<file path="src/rtl/ddr_burst_tx.sv">
// FIFO-buffered burst writer: collects upstream words and emits them as fixed-length DDR write bursts.
// Optional macro DDR_TX_RANDOM_FILL_EN: start bursts without waiting for data, filling shortfalls from a 16-bit LFSR.
module ddr_burst_tx #(
    parameter int DATA_W     = 16,
    parameter int DEPTH      = 16,
    parameter int BURST_LEN  = 8,
    parameter int GAP_CYCLES = 2
) (
    input  logic              clk,
    input  logic              rst,
    input  logic              i_valid,
    input  logic [DATA_W-1:0] i_data,
    output logic              o_ready,
    input  logic              i_start,
    input  logic [7:0]        i_num_bursts,
    output logic              o_ddr_wen,
    output logic [DATA_W-1:0] o_ddr_data,
    output logic              o_busy,
    output logic              o_done
);
    localparam int AW = $clog2(DEPTH);
    localparam int CW = AW + 1;
    localparam int BW = $clog2(BURST_LEN + 1);
    localparam int GW = (GAP_CYCLES > 1) ? $clog2(GAP_CYCLES) : 1;

    typedef enum logic [2:0] {
        IDLE      = 3'd0,
        WAIT_DATA = 3'd1,
        BURST     = 3'd2,
        GAP       = 3'd3,
        DONE      = 3'd4
    } state_t;

    logic [DATA_W-1:0] mem_r [DEPTH];
    logic [AW-1:0]     wr_ptr_r;
    logic [AW-1:0]     rd_ptr_r;
    logic [CW-1:0]     count_r;
    logic [CW-1:0]     count_next_s;
    logic              ready_r;
    state_t            state_r;
    logic [7:0]        remaining_r;
    logic [BW-1:0]     beat_r;
    logic [GW-1:0]     gap_r;
    logic              wen_r;
    logic [DATA_W-1:0] data_r;
    logic              done_r;
    logic              busy_r;
    logic              push_s;
    logic              pop_s;
    logic              go_s;
    logic              enough_s;
    logic              last_s;
    logic [DATA_W-1:0] word_s;

    assign push_s = i_valid & ready_r;
    assign last_s = (beat_r == BW'(BURST_LEN - 1));

`ifdef DDR_TX_RANDOM_FILL_EN
    logic [15:0] lfsr_r;
    logic        lfsr_adv_s;

    // Fibonacci taps 16,14,13,11 shifted in at the LSB
    function automatic logic [15:0] lfsr_next(input logic [15:0] cur);
        return {cur[14:0], cur[15] ^ cur[13] ^ cur[12] ^ cur[10]};
    endfunction

    assign enough_s = 1'b1;

    // Burst word source: FIFO when it has data, LFSR otherwise
    always_comb begin
        word_s     = lfsr_r;
        pop_s      = 1'b0;
        lfsr_adv_s = 1'b0;
        if (count_r != CW'(0)) begin
            word_s = mem_r[rd_ptr_r];
            pop_s  = go_s;
        end else begin
            lfsr_adv_s = go_s;
        end
    end

    // Fill-pattern generator, advanced only when it supplies a word
    always_ff @(posedge clk or negedge rst) begin
        if (!rst) begin
            lfsr_r <= 16'hACE1;
        end else if (lfsr_adv_s) begin
            lfsr_r <= lfsr_next(lfsr_r);
        end else begin
            lfsr_r <= lfsr_r;
        end
    end
`else
    assign enough_s = (count_r >= CW'(BURST_LEN));
    assign word_s   = mem_r[rd_ptr_r];
    assign pop_s    = go_s;
`endif

    // A word goes out when a burst starts or continues
    always_comb begin
        go_s = 1'b0;
        case (state_r)
            WAIT_DATA: go_s = enough_s;
            BURST:     go_s = 1'b1;
            default:   go_s = 1'b0;
        endcase
    end

    // Next FIFO occupancy
    always_comb begin
        count_next_s = count_r;
        if (push_s && !pop_s) begin
            count_next_s = count_r + CW'(1);
        end else if (pop_s && !push_s) begin
            count_next_s = count_r - CW'(1);
        end else begin
            count_next_s = count_r;
        end
    end

    // FIFO storage, no reset needed on the data array
    always_ff @(posedge clk) begin
        if (push_s) begin
            mem_r[wr_ptr_r] <= i_data;
        end
    end

    // FIFO pointers, occupancy and registered not-full flag
    always_ff @(posedge clk or negedge rst) begin
        if (!rst) begin
            wr_ptr_r <= '0;
            rd_ptr_r <= '0;
            count_r  <= '0;
            ready_r  <= 1'b0;
        end else begin
            if (push_s) begin
                wr_ptr_r <= wr_ptr_r + AW'(1);
            end
            if (pop_s) begin
                rd_ptr_r <= rd_ptr_r + AW'(1);
            end
            count_r <= count_next_s;
            ready_r <= (count_next_s != CW'(DEPTH));
        end
    end

    // Transfer sequencer with registered DDR outputs
    always_ff @(posedge clk or negedge rst) begin
        if (!rst) begin
            state_r     <= IDLE;
            remaining_r <= 8'd0;
            beat_r      <= '0;
            gap_r       <= '0;
            wen_r       <= 1'b0;
            data_r      <= '0;
            done_r      <= 1'b0;
            busy_r      <= 1'b0;
        end else begin
            done_r <= 1'b0;
            case (state_r)
                IDLE: begin
                    wen_r <= 1'b0;
                    if (i_start) begin
                        remaining_r <= i_num_bursts;
                        busy_r      <= 1'b1;
                        beat_r      <= '0;
                        state_r     <= (i_num_bursts != 8'd0) ? WAIT_DATA : DONE;
                    end else begin
                        busy_r <= 1'b0;
                    end
                end
                WAIT_DATA, BURST: begin
                    if (go_s) begin
                        wen_r  <= 1'b1;
                        data_r <= word_s;
                        if (last_s) begin
                            // Leaving on the last word keeps the idle time equal to GAP_CYCLES
                            beat_r      <= '0;
                            gap_r       <= '0;
                            remaining_r <= remaining_r - 8'd1;
                            if (remaining_r == 8'd1) begin
                                state_r <= DONE;
                            end else if (GAP_CYCLES == 0) begin
                                state_r <= WAIT_DATA;
                            end else begin
                                state_r <= GAP;
                            end
                        end else begin
                            beat_r  <= beat_r + BW'(1);
                            state_r <= BURST;
                        end
                    end else begin
                        wen_r <= 1'b0;
                    end
                end
                GAP: begin
                    wen_r <= 1'b0;
                    if (gap_r == GW'(GAP_CYCLES - 1)) begin
                        gap_r   <= '0;
                        state_r <= WAIT_DATA;
                    end else begin
                        gap_r <= gap_r + GW'(1);
                    end
                end
                DONE: begin
                    wen_r   <= 1'b0;
                    done_r  <= 1'b1;
                    busy_r  <= 1'b0;
                    state_r <= IDLE;
                end
                default: begin
                    wen_r   <= 1'b0;
                    busy_r  <= 1'b0;
                    state_r <= IDLE;
                end
            endcase
        end
    end

    assign o_ready    = ready_r;
    assign o_ddr_wen  = wen_r;
    assign o_ddr_data = data_r;
    assign o_busy     = busy_r;
    assign o_done     = done_r;
endmodule

</file>
<file path="config.mk">
export PLATFORM = sky130hd
export DESIGN_NAME = ddr_burst_tx
export DESIGN_NICKNAME = d
export VERILOG_FILES = /design/src/rtl/ddr_burst_tx.sv
export SDC_FILE = /design/constraint.sdc
export NUM_CORES = 1
export LEC_CHECK = 0
export BUFFER_PORTS_ARGS = -buffer_cell sky130_fd_sc_hd__buf_4
export CORE_ASPECT_RATIO = 0.5
export CORE_MARGIN = 2
export CORE_UTILIZATION = 45
export CTS_CLUSTER_DIAMETER = 30
export DETAILED_ROUTE_END_ITERATION = 16
export HOLD_SLACK_MARGIN = 0.06
export PLACE_DENSITY = 0.57
export SLEW_MARGIN = 20
export SYNTH_ARGS = -nofsm -noshare
export SYNTH_HDL_FRONTEND = slang
export SYNTH_SLANG_ARGS = --single-unit
</file>
<file path="constraint.sdc">
create_clock -name clk -period 7.8 [get_ports clk]
set_input_delay 1.95 -clock clk [delete_from_list [all_inputs] [get_ports clk]]
set_output_delay 1.95 -clock clk [all_outputs]
set_load 0.03 [all_outputs]
</file>
; Yosys cells after proc, flatten, opt, wreduce, memory -nomap -nowiden
; Memories as Yosys holds them, arrays and structs flattened. A register that Yosys moved wholly into a read port is not among the register bits.
; Cells that the tools add are included.
; W data, S select, Z words.
[classes]
eq_ne = 11
muxes = 29
n_lt_le_gt_ge = 1
n_reduce_logical = 16
bitwise = 1
addsub = 7
[op_table]
columns = cell, n
row1 = $mux W8, 3
row2 = $mux W3, 6
row3 = $pmux W8 S2, 1
row4 = $add A4 B1 Y4 const B, 3
row5 = $mux W4, 3
row6 = $mux W5, 2
row7 = $mux W1, 9
row8 = $pmux W3 S3, 1
row9 = $reduce_and A3 Y1, 3
row10 = $eq A8 B1 Y1 const B, 1
row11 = $ne A2 B2 Y1 const B, 4
row12 = $pmux W4 S2, 1
row13 = $reduce_bool A8 Y1, 1
row14 = $sub A8 B1 Y8 const B, 1
row15 = $eq A3 B2 Y1 const B, 2
row16 = $pmux W1 S2, 3
row17 = $add A5 B1 Y5 const B, 1
row18 = $ge A5 B4 Y1 const B, 1
row19 = $ne A5 B5 Y1 const B, 1
row20 = $sub A5 B1 Y5 const B, 1
row21 = $eq A4 B3 Y1 const B, 1
row22 = $reduce_and A4 Y1, 1
row23 = $reduce_bool A2 Y1, 2
row24 = $eq A3 B1 Y1 const B, 1
row25 = other kinds (9), 12
[totals]
n_memories = 1
ramBits = 256
regBits = 33
in_bits = 28
[mem_list]
columns = memory, depth, width, read_ports, rd_ports_with_merged_regs, write_ports, line
row1 = mem_r, 16, 16, 1, 1, 1, 34  ; logic [DATA_W-1:0] mem_r [DEPTH];

; Depth between registers and ports, before layout
; Gate-level depths: netlist of run 1.
[logic_depth]
word_depth = 6
ltp_mapped = 8
mapped_depth_nobuf = 7

; Worst setup path after synthesis of run 1
; Ideal clock, no wire load.
[synth_path]
path_type = input-to-reg
start = in i_valid
end = mem mem_r[3][0], enable pin
arrival_ns = 3.696
slack_ns = 3.695
required_ns = 7.391
path_buffers = 1
path_stages = 4
cell_sequence = and2_1 > clkbuf_1 > nand2_1 > nor3_1
[synth_between]
elab_chain_cells = 3
[synth_rtl]
columns = item, line
row1 = start: declaration, 11  ; input logic i_valid,
row2 = $and A1 B1 Y1, 55  ; assign push_s = i_valid & ready_r;
row3 = $mux W1, 122  ; if (push_s) begin
row4 = $mux W1 (implied by the code), 123  ; mem_r[wr_ptr_r] <= i_data;
row5 = end: declaration, 34
; Every way passes these cells.

; Worst setup path in the final report of run 1
[layout_path]
start = in i_valid
end = mem mem_r[6][12], enable pin
; The elaborated chain is that of the path after synthesis.

==> metrics, run 1 <==
Wirelength per Cell=23.7 um; max-cap violation count=0; endpoint type of the worst setup path=register; drt first-iter violations=527; Setup Buffers After CTS=0; routability cong.=0.789; post-cts sizing count=0; EDFF count, synth=256; share of cells above drive strength 1=30.1%; dpl hpwl=16.5 mm; placed instance count=roughly 1,100; Max IR drop VDD=0.000169 V; syn_nets=726; library cells used by synthesis=57; worst slew pin tran=0.968 ns; synth top area cells=edfxtp_1 62%, mux4_2 12%, dfrtp_1 9.9%, o21ai_1 1.8%, nand2_1 1.7%; mapped cell area=12,300 um^2; Final setup viols=0; Syn Inst Count=688; H-Tree Depth=2; CP Max Fanout=16; Worst-path clk slew=0.05 ns; total grt overflow=0; TritonCTS clock tree=done; cts hold-fix bufs=0; crit-path cells=buf_4 > and2_1 > buf_4 > nand2_1 > nor2_2; syn_area_per_cell=roughly 18 um^2; WP buf/inv=2; Fin. Hold Viols=0; post-route setup TNS=0 ns; slowest cell on the critical path=nor2_2; I/O pin count=48; ys flop type=edfxtp_1; FF+latch count, synth=305; Crit path largest cell delay=around 0.77 ns; Slew headroom=between 30% and 40%; Non-Filler Instances=between 1,000 and 1,500; DRT Pass-1 Iters=5; CTS Sinks=305; Setup Skew=0.0183 ns; core footprint=26,700 um^2; pin count of the biggest net entering global routing=63; GRT Util Overall=19.5%; RSZ-0062 raised after global routing=false; total power=about 0.0058 W; Worst Setup Start Kind=input pin; worst skew pair latency=0.53 ns; layout filler cell count=between 2,000 and 2,500; die height=121 um; vias in the first global route=6,326; leakage=4.97 nW; final core utilization=54.0%; fin crit share=41.7%; remaining routing DRC violations=0; most area-hungry cell type in the Yosys netlist=edfxtp_1; CP top delay family=simple AND/OR/NAND/NOR gates; Final #Nets=787; placement row count=42; antenna violations before repair=1; die area=slightly below 30,000 um^2; Most common cell on crit path=buf_4; top cell type's share of synthesized area=around 62%; CP arrival=3.40 ns; Seq/Total Area, Yosys=72.3%; CTS root buffer=clkbuf_16; outcome=complete, no violations; Initial Utilization=46.2%; Clock Path Buffers=3; PortBufs=47; total CTS buffers=42; DRT Wirelength=approximately 27 mm; via/cell ratio=5.57; Data required, critical path=around 8.0 ns; vias=6,318; Die Span X=238 um; Post-synth ARST share=16.1%; Final Slew Violations=0; Power Density=403 nW/um^2; fmax=308 MHz; first-pass GRT wire length=40.2 mm; post-route ant nets=0; yosys warns=0; Setup CP Type=in2reg; Syn-to-layout area delta=16.9%; Tmin final=3.25 ns; hold crit path type=reg2reg
[Yosys cell counts (all sizes together), types with 10 or more instances]
master,instances
mux2i,18
o21ai,52
nor2,27
clkbuf,18
mux2,15
buf,21
nand2,55
mux4,65
dfrtp,49
ha,10
edfxtp,256
a21oi,10
[cell type report]
cell class	instances	area, um^2	area share (%)
timing repair buffer	56	420	2.92
antenna	1	2.50	0.0174
sequential	305	8920	61.9
tap	352	440	3.06
inverter	10	38.8	0.269
multi-input combinational	334	3220	22.3
clock inverter	31	292	2.02
clock buffer	46	1090	7.54
[placed cells by master, fill, tap and decap left out, drive strengths merged, types with 12 or more instances in the layout]
master	count
mux2	15
dfrtp	49
clkbuf	46
clkinv	12
inv	21
mux4	65
buf	56
nor2	27
nand2	55
mux2i	18
edfxtp	256
o21ai	52
[per-layer routing]
layer / GRT usage (%) / routed length [um] / vias to the layer above / share of wire [%]
met5: 0 / 0 / - / 0
met4: 4.41 / 264 / 0 / 0.98
met3: 4.28 / 1350 / 23 / 5.0
met2: 30.2 / 12500 / 145 / 46
met1: 28.6 / 12800 / 3304 / 48
li1: - / - / 2846 / -
[path summary, 6_finish.rpt]
kind | depth (start not counted) | start | slack, ns | endpoint
max reg2reg | 6 | rd_ptr_r[1] | 4.98 | o_ddr_data[10]
min | 2 | o_ddr_data[3] | 0.49 | o_ddr_data[3]
max in group asynchronous | 1 | rst | 5.74 | rd_ptr_r[0]
max | 5 | i_valid | 4.55 | mem_r[6][12]
min in group asynchronous | 1 | rst | 1.49 | count_r[2]
min reg2reg | 2 | o_ddr_data[3] | 0.49 | o_ddr_data[3]
[report_power, final]
part | switching (W) | internal (W) | total [W]
Clock | 0.000753 | 0.00110 | 0.00186
Combinational | 0.000999 | 0.000736 | 0.00174
Sequential | 0.000188 | 0.00203 | 0.00222
[cell families after synthesis]
kind of cell / share of synthesized area (%)
DFF: 72.3
and+or+nand+nor: 5.14
muxes: 14.7
AOI/OAI and AO/OA: 3.96
buffers and inverters: 2.02
xor gates and xnor gates: 0.782
adders and majority gates: 1.10
[state kept, by name, summed over array words and instances (netlist names), 3 cells and up]
name	flops
count_r	5
state_r	3
beat_r	4
remaining_r	8
wr_ptr_r	4
mem_r	256
o_ddr_data	16
rd_ptr_r	4
[worst register-to-register path, delay by kind of cell (launching register included)]
family	cells	cell delay [ns]
multiplexers	2	1.00
flip-flops	1	0.74
buffers and inverters	1	0.65
AO/OA/AOI/OAI	2	0.19
AND/OR/NAND/NOR	1	0.10
[metrics by stage]
step,hold slack (ns),setup slack [ns],instance area (um^2)
after floorplan,0.457,3.69,12300
after global routing,0.519,4.46,14400
after global placement,0.465,3.99,13000
final,0.487,4.55,14400
after CTS,0.495,4.55,14400
after detailed placement,0.471,4.00,13000
Note: power is estimated with default switching activity, not from simulation.
==> run 2: changes to the inputs <==
Settings changed: PLACE_DENSITY 0.57 to 0.59.
Clock period 7.8 ns to 2.7 ns, I/O delays scaled along.
==> metrics, run 2 (synthesis gave the netlist of run 1 again) <==
remaining routing DRC violations=0 (unchanged); die area=28,800 um^2 (unchanged); worst slack, placed=0.415 ns (was 4.00 ns); post-route setup TNS=0 ns (unchanged); H-Tree Depth=2 (unchanged); die height=121 um (unchanged); dpl hpwl=15.8 mm (was 16.5 mm); vias=6,378 (was 6,318); CP Max Fanout=39 (was 16); most frequent cells in the layout=256 x edfxtp_1, 73 x buf_4, 65 x mux4_2, 55 x nand2_1, 46 x dfrtp_1 (was 256 x edfxtp_1, 65 x mux4_2, 56 x buf_4, 55 x nand2_1, 46 x dfrtp_1); placement row count=42 (unchanged); max-cap violation count=0 (unchanged); DRT Wirelength=26.2 mm (was 26.9 mm); drt first-iter violations=458 (was 527); share of cells above drive strength 1=31.0% (was 30.1%); Power Density=1160 nW/um^2 (was 403 nW/um^2); CP startpoint=state_r[0] (was i_valid); Final Slew Violations=0 (unchanged); commonest non-fill, non-tap cell in the layout=edfxtp_1 (unchanged); Syn-to-layout area delta=18.6% (was 16.9%); slowest cell on the critical path=dfrtp_1 (was nor2_2); total grt overflow=0 (unchanged); vias in the first global route=6,518 (was 6,326); Final setup viols=0 (unchanged); first-pass GRT wire length=40.1 mm (was 40.2 mm); Die Span X=238 um (unchanged); pin count of the biggest net entering global routing=63 (unchanged); GRT Util Overall=19.1% (was 19.5%); I/O pin count=48 (unchanged); post-route ant nets=0 (unchanged); CP arrival=2.74 ns (was 3.40 ns); Crit path largest cell delay=0.56 ns (was 0.77 ns); max reg flops=256 (unchanged); CP top delay family=flip-flops (was simple AND/OR/NAND/NOR gates); final core utilization=54.8% (was 54.0%); Worst Setup Start Kind=register (was input pin); outcome=complete, no violations (unchanged); Slew headroom=52.1% (was 35.4%); Clock Path Buffers=3 (unchanged); antenna violations before repair=0 (was 1); WP buf/inv=1 (was 2); Ant. Diodes=0 (was 1); Wirelength per Cell=22.8 um (was 23.7 um); r2r startpoint=state_r[0] (was rd_ptr_r[1]); CTS Sinks=305 (unchanged); Data required, critical path=3.14 ns (was 7.95 ns); endpoint type of the worst setup path=register (unchanged); TritonCTS clock tree=done (unchanged); core footprint=26,700 um^2 (unchanged); Cell Area, Placed=13,200 um^2 (was 13,000 um^2); leakage=5.10 nW (was 4.97 nW); Max IR drop VDD=0.000602 V (was 0.000169 V); Setup CP Type=reg2reg (was in2reg); hold crit path type=in2async (was reg2reg); crit-path cells=or2b_1 > o31a_4 > clkinv_2 > mux2i_1 > xor2_1 > nand4bb_1 (was buf_4 > and2_1 > buf_4 > nand2_1 > nor2_2); Setup Skew=0.0238 ns (was 0.0183 ns); worst setup margin=0.408 ns (was 4.55 ns); CTS root buffer=clkbuf_16 (unchanged); final instance area=14,600 um^2 (was 14,400 um^2); Tmin final=2.29 ns; post-cts sizing count=0 (unchanged); fin crit share=84.9%; Fin. Hold Viols=0 (unchanged); fmax=436 MHz; via/cell ratio=5.56 (was 5.57); worst slew pin tran=0.719 ns (was 0.968 ns); Hold Slack=0.199 ns (was 0.487 ns); largest reg by FF count=mem_r (unchanged); Final #Nets=804 (was 787); RSZ-0062 raised after global routing=false (unchanged); PortBufs=47 (unchanged); worst skew pair latency=0.54 ns (was 0.53 ns); Initial Utilization=46.2% (unchanged); Worst-path clk slew=0.05 ns (about the same); layout filler cell count=2,097 (was 2,091); routability cong.=0.786 (was 0.789); Setup Buffers After CTS=0 (unchanged); total CTS buffers=39 (was 42); cts hold-fix bufs=0 (unchanged); DRT Pass-1 Iters=5 (unchanged)
run 2: final timing paths:
kind | to | slack [ns] | depth (start not counted)
setup / recovery | o_ready | 0.41 | 6
max in group asynchronous | rd_ptr_r[0] | 1.95 | 1
setup reg to reg | o_ready | 0.41 | 6
hold / removal | o_done | 0.20 | 1
hold reg to reg | o_ddr_data[9] | 0.49 | 2
min in group clk | o_busy | 0.41 | 3
run 2: area by class of cell:
| type | count | area, um^2 | share of cell area, % |
|---|---|---|---|
| Tap cell | 352 | 440 | 3.01 |
| Clock buffer | 42 | 1010 | 6.90 |
| Timing Repair Buffer | 76 | 608 | 4.16 |
| Multi-Input combinational cell | 334 | 3220 | 22.0 |
| Inverter | 10 | 38.8 | 0.265 |
| Sequential cell | 305 | 8920 | 61.0 |
| Clock inverter | 29 | 393 | 2.69 |
run 2: power breakdown:
part           leakage [nW]  internal [W]  switching [W]
logic                  1.51       0.00224        0.00285
clock network         0.680       0.00344        0.00208
registers              2.91       0.00587       0.000500
total                  5.10        0.0116        0.00543
run 2: stage by stage:
step,cells,power (W)
after floorplan,688,0.0101
after global placement,1077,0.0116
after detailed placement,1077,0.0117
after CTS,1148,0.0172
after global routing,1148,0.0179
final,1148,0.0170
run 2: metal layers:
| layer | track usage, % | share of wire [%] |
|---|---|---|
| met1 | 26.9 | 47 |
| met2 | 30.1 | 46 |
| met3 | 4.96 | 6.3 |
| met4 | 4.69 | 1.2 |
| met5 | 0 | 0 |
==> run 3: changes to the inputs <==
Clock period 2.7 ns to 2 ns, I/O delays scaled along.
==> metrics, run 3 (synthesis gave the netlist of run 1 again) <==
routability cong.=0.799 (was 0.786); CP top delay family=multiplexers (was flip-flops); post-route ant nets=0 (unchanged); Initial Utilization=46.2% (unchanged); Setup CP Type=reg2reg (unchanged); Tmin final=1.92 ns (was 2.29 ns); Crit path largest cell delay=0.51 ns (was 0.56 ns); max-cap violation count=0 (unchanged); via/cell ratio=5.49 (was 5.56); GRT Util Overall=19.1% (about the same); Ant. Diodes=0 (unchanged); Data required, critical path=2.39 ns (was 3.14 ns); Syn-to-layout area delta=22.1% (was 18.6%); combinational cell fraction of total power=33.8% (was 30.0%); largest reg by FF count=mem_r (unchanged); Final Slew Violations=0 (unchanged); commonest non-fill, non-tap cell in the layout=edfxtp_1 (unchanged); Setup Skew=0.0191 ns (was 0.0238 ns); PortBufs=47 (unchanged); endpoint type of the worst setup path=register (unchanged); H-Tree Depth=2 (unchanged); Slew headroom=69.3% (was 52.1%); Psw=0.00744 W (was 0.00543 W); Pint=0.0157 W (was 0.0116 W); DRT Pass-1 Iters=4 (was 5); vias in the first global route=6,637 (was 6,518); max reg flops=256 (unchanged); TritonCTS clock tree=done (unchanged); vias=6,504 (was 6,378); DRT Wirelength=26.5 mm (was 26.2 mm); leakage=5.30 nW (was 5.10 nW); Die Span X=238 um (unchanged); remaining routing DRC violations=0 (unchanged); Non-Filler Instances=1,185 (was 1,148); Final setup viols=0 (unchanged); Clock Path Buffers=3 (unchanged); total power=0.0231 W (was 0.0170 W); Power Density=1530 nW/um^2 (was 1160 nW/um^2); clock share of power=29.6% (was 32.5%); dpl hpwl=16.8 mm (was 15.8 mm); die height=121 um (unchanged); placed instance count=1,109 (was 1,077); crit-path cells=buf_12 > buf_16 > mux4_2 > mux2_2 > o21ai_2 > o21ai_1 (was or2b_1 > o31a_4 > clkinv_2 > mux2i_1 > xor2_1 > nand4bb_1); most frequent cells in the layout=256 x edfxtp_1, 92 x buf_4, 65 x mux4_2, 55 x nand2_1, 45 x dfrtp_1 (was 256 x edfxtp_1, 73 x buf_4, 65 x mux4_2, 55 x nand2_1, 46 x dfrtp_1); layout filler cell count=2,038 (was 2,097); antenna violations before repair=0 (unchanged); CTS Sinks=305 (unchanged); die area=28,800 um^2 (unchanged); worst skew pair latency=0.52 ns (was 0.54 ns); first-pass GRT wire length=40.3 mm (was 40.1 mm); CTS root buffer=clkbuf_16 (unchanged); placement row count=42 (unchanged); Worst-path clk slew=0.06 ns (was 0.05 ns); post-route setup TNS=0 ns (unchanged); drt first-iter violations=345 (was 458); total CTS buffers=38 (was 39); worst slew pin tran=0.460 ns (was 0.719 ns); core footprint=26,700 um^2 (unchanged); Switching Fraction=32.2% (was 32.0%); Worst Setup Start Kind=register (unchanged); sequential share of power=36.6% (was 37.5%); Max IR drop VDD=0.000620 V (was 0.000602 V); CP arrival=2.31 ns (was 2.74 ns); Fin. Hold Viols=0 (unchanged); share of cells above drive strength 1=34.2% (was 31.0%); Wirelength per Cell=22.4 um (was 22.8 um); I/O pin count=48 (unchanged); total grt overflow=0 (unchanged); fmax=520 MHz (was 436 MHz); CP Max Fanout=16 (was 39); WP buf/inv=2 (was 1); hold crit path type=in2reg (was in2async); pin count of the biggest net entering global routing=40 (was 63); outcome=complete, no violations (unchanged); fin crit share=96.1% (was 84.9%); slowest cell on the critical path=mux4_2 (was dfrtp_1); Final #Nets=842 (was 804)
[run 3: through the flow]
| step | setup WS, ns | hold WS, ns | instance area [um^2] | utilization, % |
|---|---|---|---|---|
| 3_5_place_dp | -0.0178 | 0.474 | 13700 | 51.3 |
| 2_1_floorplan | 0.0645 | 0.204 | 12400 | - |
| 6_report | 0.0782 | 0.239 | 15100 | 56.4 |
| 4_1_cts | 0.00552 | 0.215 | 15000 | 56.2 |
| 3_3_place_gp | 0.0248 | 0.468 | 13700 | 51.3 |
| 5_1_grt | -0.00594 | 0.245 | 15100 | 56.4 |
[run 3: final cells by class]
type / instances / area, um^2 / area share [%]
tap: 352 / 440 / 2.93
multi-input combinational: 334 / 3250 / 21.6
inverter: 10 / 38.8 / 0.258
sequential: 305 / 8920 / 59.3
timing repair buffer: 115 / 1120 / 7.46
clock buffer: 44 / 1000 / 6.67
clock inverter: 25 / 279 / 1.85
[run 3: power groups by stage]
stage	logic [W]	clock network (W)	registers (W)
finish	0.00782	0.00683	0.00845
global route	0.00852	0.00725	0.00855
CTS	0.00785	0.00699	0.00846
detailed placement	0.00776	0	0.00858
global placement	0.00767	0	0.00855
floorplan	0.00503	0	0.00873
[run 3: per-layer routing]
| layer | share of wire [%] | GRT usage, % | up-vias | wire (um) |
|---|---|---|---|---|
| met4 | 1.7 | 4.73 | 0 | 454 |
| met2 | 47 | 30.4 | 140 | 12400 |
| met3 | 4.9 | 3.50 | 38 | 1290 |
| met1 | 47 | 27.7 | 3378 | 12400 |
| li1 | - | - | 2948 | - |
| met5 | 0 | 0 | - | 0 |
[run 3: worst register-to-register path: stages, from the launching register on]
cell and delay [ns]:
dfrtp_4 0.43, buf_12 0.16, buf_16 0.18, mux4_2 0.52, mux2_2 0.28, o21ai_2 0.15, o21ai_1 0.08
[run 3: what timing repair did]
action	in CTS	in global routing
setup buffers	3	3
endpoints found under the setup margin	1	8
resized for setup	1	5
pin swaps	0	0
endpoints found under the hold margin	24	0
hold buffers	1	0
[run 3: path summary, 6_finish.rpt]
check	slack [ns]	endpoint	cells after the start	startpoint
max in group asynchronous	0.95	o_done	3	rst
worst max-delay path	0.08	o_ddr_data[0]	6	rd_ptr_r[0]
worst min register to register	0.49	remaining_r[6]	1	remaining_r[6]
min in group asynchronous	0.49	o_ddr_wen	2	rst
worst max register to register	0.08	o_ddr_data[0]	6	rd_ptr_r[0]
worst min-delay path	0.24	o_busy	3	i_start
